<file path="config.mk">
export PLATFORM = sky130hd
export DESIGN_NAME = morse_src_arbiter
export DESIGN_NICKNAME = d
export VERILOG_FILES = /design/src/rtl/morse_src_arbiter.sv
export SDC_FILE = /design/constraint.sdc
export NUM_CORES = 1
export LEC_CHECK = 0
export ABC_CLOCK_PERIOD_IN_PS = 3490
export CORE_MARGIN = 2
export CORE_UTILIZATION = 48
export DETAILED_ROUTE_END_ITERATION = 8
export GPL_ROUTABILITY_DRIVEN = 0
export GPL_TIMING_DRIVEN = 0
export PLACE_DENSITY = 0.8
export SETUP_SLACK_MARGIN = 0.2
export SKIP_CTS_REPAIR_TIMING = 1
export SYNTH_ARGS = -nofsm -noshare
export SYNTH_HDL_FRONTEND = slang
export SYNTH_SLANG_ARGS = --single-unit
export TNS_END_PERCENT = 5
</file>
<file path="constraint.sdc">
create_clock -name clk -period 3.49 [get_ports clk]
set_clock_uncertainty 0.15 [all_clocks]
set_input_delay 0.349 -clock clk [delete_from_list [all_inputs] [get_ports clk]]
set_output_delay 0.349 -clock clk [all_outputs]
set_load 0.01 [all_outputs]
</file>
<file path="src/rtl/morse_src_arbiter.sv">
// Two-source round-robin arbiter feeding a shared Morse symbol transmit path.
// Each granted symbol is held for HOLD cycles, followed by GAP idle cycles.
module morse_src_arbiter #(
  parameter int unsigned N    = 3,
  parameter int unsigned HOLD = 4,
  parameter int unsigned GAP  = 2
) (
  input  logic         clk,
  input  logic         reset,
  input  logic         req0,
  input  logic [N-1:0] sym0,
  input  logic         req1,
  input  logic [N-1:0] sym1,
  output logic         gnt0,
  output logic         gnt1,
  output logic         sel,
  output logic [N-1:0] sym_out,
  output logic         out_valid,
  output logic         busy
);

  localparam int unsigned MAXC = (HOLD > GAP) ? HOLD : GAP;
  localparam int unsigned CW   = (MAXC > 1) ? $clog2(MAXC) : 1;
  localparam logic [CW-1:0] HOLD_LOAD = CW'(HOLD - 1);
  localparam logic [CW-1:0] GAP_LOAD  = CW'(GAP - 1);

  typedef enum logic [1:0] {
    ST_IDLE,
    ST_HOLD,
    ST_GAP
  } state_t;

  state_t        state;
  logic [CW-1:0] cnt;
  logic          last_is_1;
  logic          pick1;

  // Source 1 wins when it is the only requester, or on a tie when source 0 was served last.
  always_comb begin
    pick1 = req1 && (!req0 || !last_is_1);
  end

  always_ff @(posedge clk) begin
    if (reset) begin
      state     <= ST_IDLE;
      cnt       <= '0;
      sym_out   <= '0;
      sel       <= 1'b0;
      out_valid <= 1'b0;
      gnt0      <= 1'b0;
      gnt1      <= 1'b0;
      busy      <= 1'b0;
      last_is_1 <= 1'b1;
    end else begin
      case (state)
        ST_IDLE: begin
          gnt0 <= 1'b0;
          gnt1 <= 1'b0;
          if (req0 || req1) begin
            state     <= ST_HOLD;
            cnt       <= HOLD_LOAD;
            sym_out   <= pick1 ? sym1 : sym0;
            sel       <= !pick1;
            out_valid <= 1'b1;
            busy      <= 1'b1;
            gnt0      <= !pick1;
            gnt1      <= pick1;
            last_is_1 <= pick1;
          end
        end
        ST_HOLD: begin
          gnt0 <= 1'b0;
          gnt1 <= 1'b0;
          if (cnt == '0) begin
            state     <= ST_GAP;
            cnt       <= GAP_LOAD;
            out_valid <= 1'b0;
          end else begin
            cnt <= cnt - 1'b1;
          end
        end
        ST_GAP: begin
          if (cnt == '0) begin
            state <= ST_IDLE;
            busy  <= 1'b0;
          end else begin
            cnt <= cnt - 1'b1;
          end
        end
        default: begin
          state     <= ST_IDLE;
          cnt       <= '0;
          out_valid <= 1'b0;
          gnt0      <= 1'b0;
          gnt1      <= 1'b0;
          busy      <= 1'b0;
        end
      endcase
    end
  end

endmodule

</file>
==> summary.txt <==
Synth
  • Synth async-reset ratio: 0
  • Post-synthesis sequential area ratio: 0.411
  • EDFF count, synth: 0
  • Post-synthesis cell type count: 32
  • Synth warn: 0
  • Top FF cell, synth: dfxtp_1
  • Top cells by area, synth: dfxtp_1 (41%), mux2i_1 (6.3%), a21oi_1 (5.5%)
  • Largest area contributor in the netlist: dfxtp_1
  • Mapped Area: 633 sq um
  • Synth Net Count: 82
  • Flops & latches, synth: 13
  • Share of the synthesized area in the top cell type: 0.411
  • Mean Syn Cell Area: 9.04 sq um
  • Cell count after synthesis: 70

Clock tree
  • Clock-pin slew on the worst setup and hold paths: 0.08 ns
  • CTS H-Tree Depth: 1
  • CTS Buffer Depth: 2
  • CTS sink cnt: 13
  • CTS Buf Count: 3
  • TritonCTS clock tree: built
  • CTS root buf: clkbuf_4
  • Worst-Skew Late Latency: 0.27 ns

Worst setup path
  • Worst Setup SP: sym_out[2]$_SDFFE_PP0P_
  • Top cell family by delay on the critical path: buffers and inverters
  • Critical R2R Launch: cnt[0]$_SDFFE_PP0P_
  • Worst Path Max Fanout: 2
  • Setup crit start kind: flip-flop
  • Max stage delay cell, worst path: clkdlybuf4s50_1
  • Critical path buffers and inverters: 1
  • Crit-path max cell delay: 0.54 ns
  • Reg-to-reg endpoint: out_valid$_SDFFE_PP0P_
  • End point of the critical path: sym_out[2]
  • Worst path cell trace: clkdlybuf4s50_1
  • R2R Setup Slk: 1.94 ns
  • CP Data Required Time: 2.99 ns
  • CP Capture Type: primary output
  • R2R cell count: 5
  • WP depth: 1
  • Crit Path Class: flip-flop to primary output
  • Critical Path AT: 1.16 ns

Run
  • Max-cap violations: 0

Outcome
  • Status: complete, no violations

Drt
  • Pre-Repair DR Iteration Count: 4
  • Wirelength per Cell: 12.5 microns
  • Via density: 5.62
  • Post-Route WL: 1.33 mm
  • # DRC: 0
  • Total number of vias: 596
  • Final ANT Viol Nets: 0
  • Iter 0 DRT Violations: 11

Floorplanning
  • Total die area: 0.00163 sq mm
  • Initial core utilization: 0.499
  • Num rows: 13
  • Io pins: 18
  • Die outline height: 40.3 microns
  • Die width: 40.3 microns
  • Core area: 0.00127 sq mm

Pwr
  • Peak VDD IR: 243 uV
  • Pleak: 0.322 nW
  • P per Cell Area: 490 mW/mm^2

GRT
  • Met3 track demand over resource: 0.0500
  • Largest net degree at the start of global routing: 11
  • M1 GR Usage: 0.249
  • Vias in the first global route: 519
  • Antenna violations before repair: 0
  • GRT Resource Usage Total: 0.208
  • Global routing usage on met2: 0.359
  • Total grt overflow: 0
  • First-pass GRT wire length: 2.20 mm
  • Grt peak-use layer: met2

Timing
  • Final Cycle Share: 0.475
  • Final setup fails: 0
  • RSZ-0062 raised after global routing: no
  • Max-slew headroom: 0.685
  • Final Hold Fails: 0
  • Setup TNS: 0 ns
  • Final Max Tran Viols: 0
  • Min Clock Period, post-route: 1.66 ns
  • Least-Margin Pin Slew: 0.473 ns
  • Achievable Freq: 603 MHz

Cells and area
  • Most common cell after layout, fill and taps aside: clkdlybuf4s50_1
  • Most frequent cells in the layout: clkdlybuf4s50_1 (17), dfxtp_1 (13), a21oi_1 (7)
  • N_diodes: 0
  • Nets: 104
  • Utilization after layout: 0.669
  • Synth-to-layout area growth: 34.0%
  • Ratio of cells with drive above 1 in the final layout: 0.0769

Min path
  • HP Class: flip-flop to flip-flop

Placement
  • Port Buffers: 17
  • Dpl hpwl: 1.01 mm
## routing by layer
layer  vias up  share of wire
met5         -              0
met4         0              0
met3         0          0.039
met2        14           0.50
met1       285           0.46
li1        297              -
## state kept, by name, summed over array words and instances, names as in the netlist
name,count
state,2
sym_out,3
gnt0,1
cnt,2
out_valid,1
gnt1,1
busy,1
sel,1
last_is_1,1
## Yosys cell counts, types with 2 or more instances
| master | number |
|---|---|
| inv_1 | 2 |
| nand3b_1 | 2 |
| mux2i_1 | 4 |
| dfxtp_1 | 13 |
| a21oi_1 | 7 |
| ha_1 | 2 |
| or3b_1 | 2 |
| o22ai_1 | 2 |
| nor3_1 | 2 |
| a211oi_1 | 2 |
| nand2b_1 | 4 |
| buf_2 | 3 |
| nor2_1 | 6 |
## power by group
part | internal, mW | switching [mW] | leakage (nW)
clock network | 0.0442 | 0.0477 | 0.0150
registers | 0.172 | 0.0151 | 0.108
logic | 0.0718 | 0.0651 | 0.199
total | 0.288 | 0.128 | 0.322
## cell type report
cell class,count,area (sq um)
plain buffers,4,18.8
fillers,110,420
well taps,15,18.8
inverters,3,11.3
clock buffers,4,26.3
repair buffers,17,170
flip-flops and latches,13,260
multi-input cells,50,343
## kinds of logic after synthesis
group                    share of synthesized area
AO/OA/AOI/OAI                                0.251
adder cells (fa/ha/maj)                     0.0395
buffers and inverters                       0.0474
flip-flops                                   0.411
multiplexers                                0.0632
AND/OR/NAND/NOR                              0.188
## worst min-delay path by stage
| stage | cells past startpoint | from | slack [ns] | endpoint |
|---|---|---|---|---|
| floorplan | 1 | reset | 0.29 | state[0]$_SDFFE_PP0P_ |
| global placement | 1 | out_valid$_SDFFE_PP0P_ | 0.32 | out_valid$_SDFFE_PP0P_ |
| detailed placement | 2 | sel$_SDFFE_PP0P_ | 0.33 | sel$_SDFFE_PP0P_ |
| CTS | 2 | sel$_SDFFE_PP0P_ | 0.35 | sel$_SDFFE_PP0P_ |
| global route | 2 | sym_out[2]$_SDFFE_PP0P_ | 0.37 | sym_out[2]$_SDFFE_PP0P_ |
| finish | 2 | sel$_SDFFE_PP0P_ | 0.35 | sel$_SDFFE_PP0P_ |
## through the flow
step           hold WS (ns)  instance area [sq um]  instances  setup slack [ns]  power [mW]
3_5_place_dp          0.329                    822        102              1.66       0.327
6_report              0.349                    848        106              1.83       0.416
5_1_grt               0.366                    848        106              1.78       0.444
2_1_floorplan         0.290                    633         70              2.07       0.271
3_3_place_gp          0.318                    822        102              1.70       0.323
4_1_cts               0.348                    848        106              1.82       0.419
(Power assumes the default switching activity.)
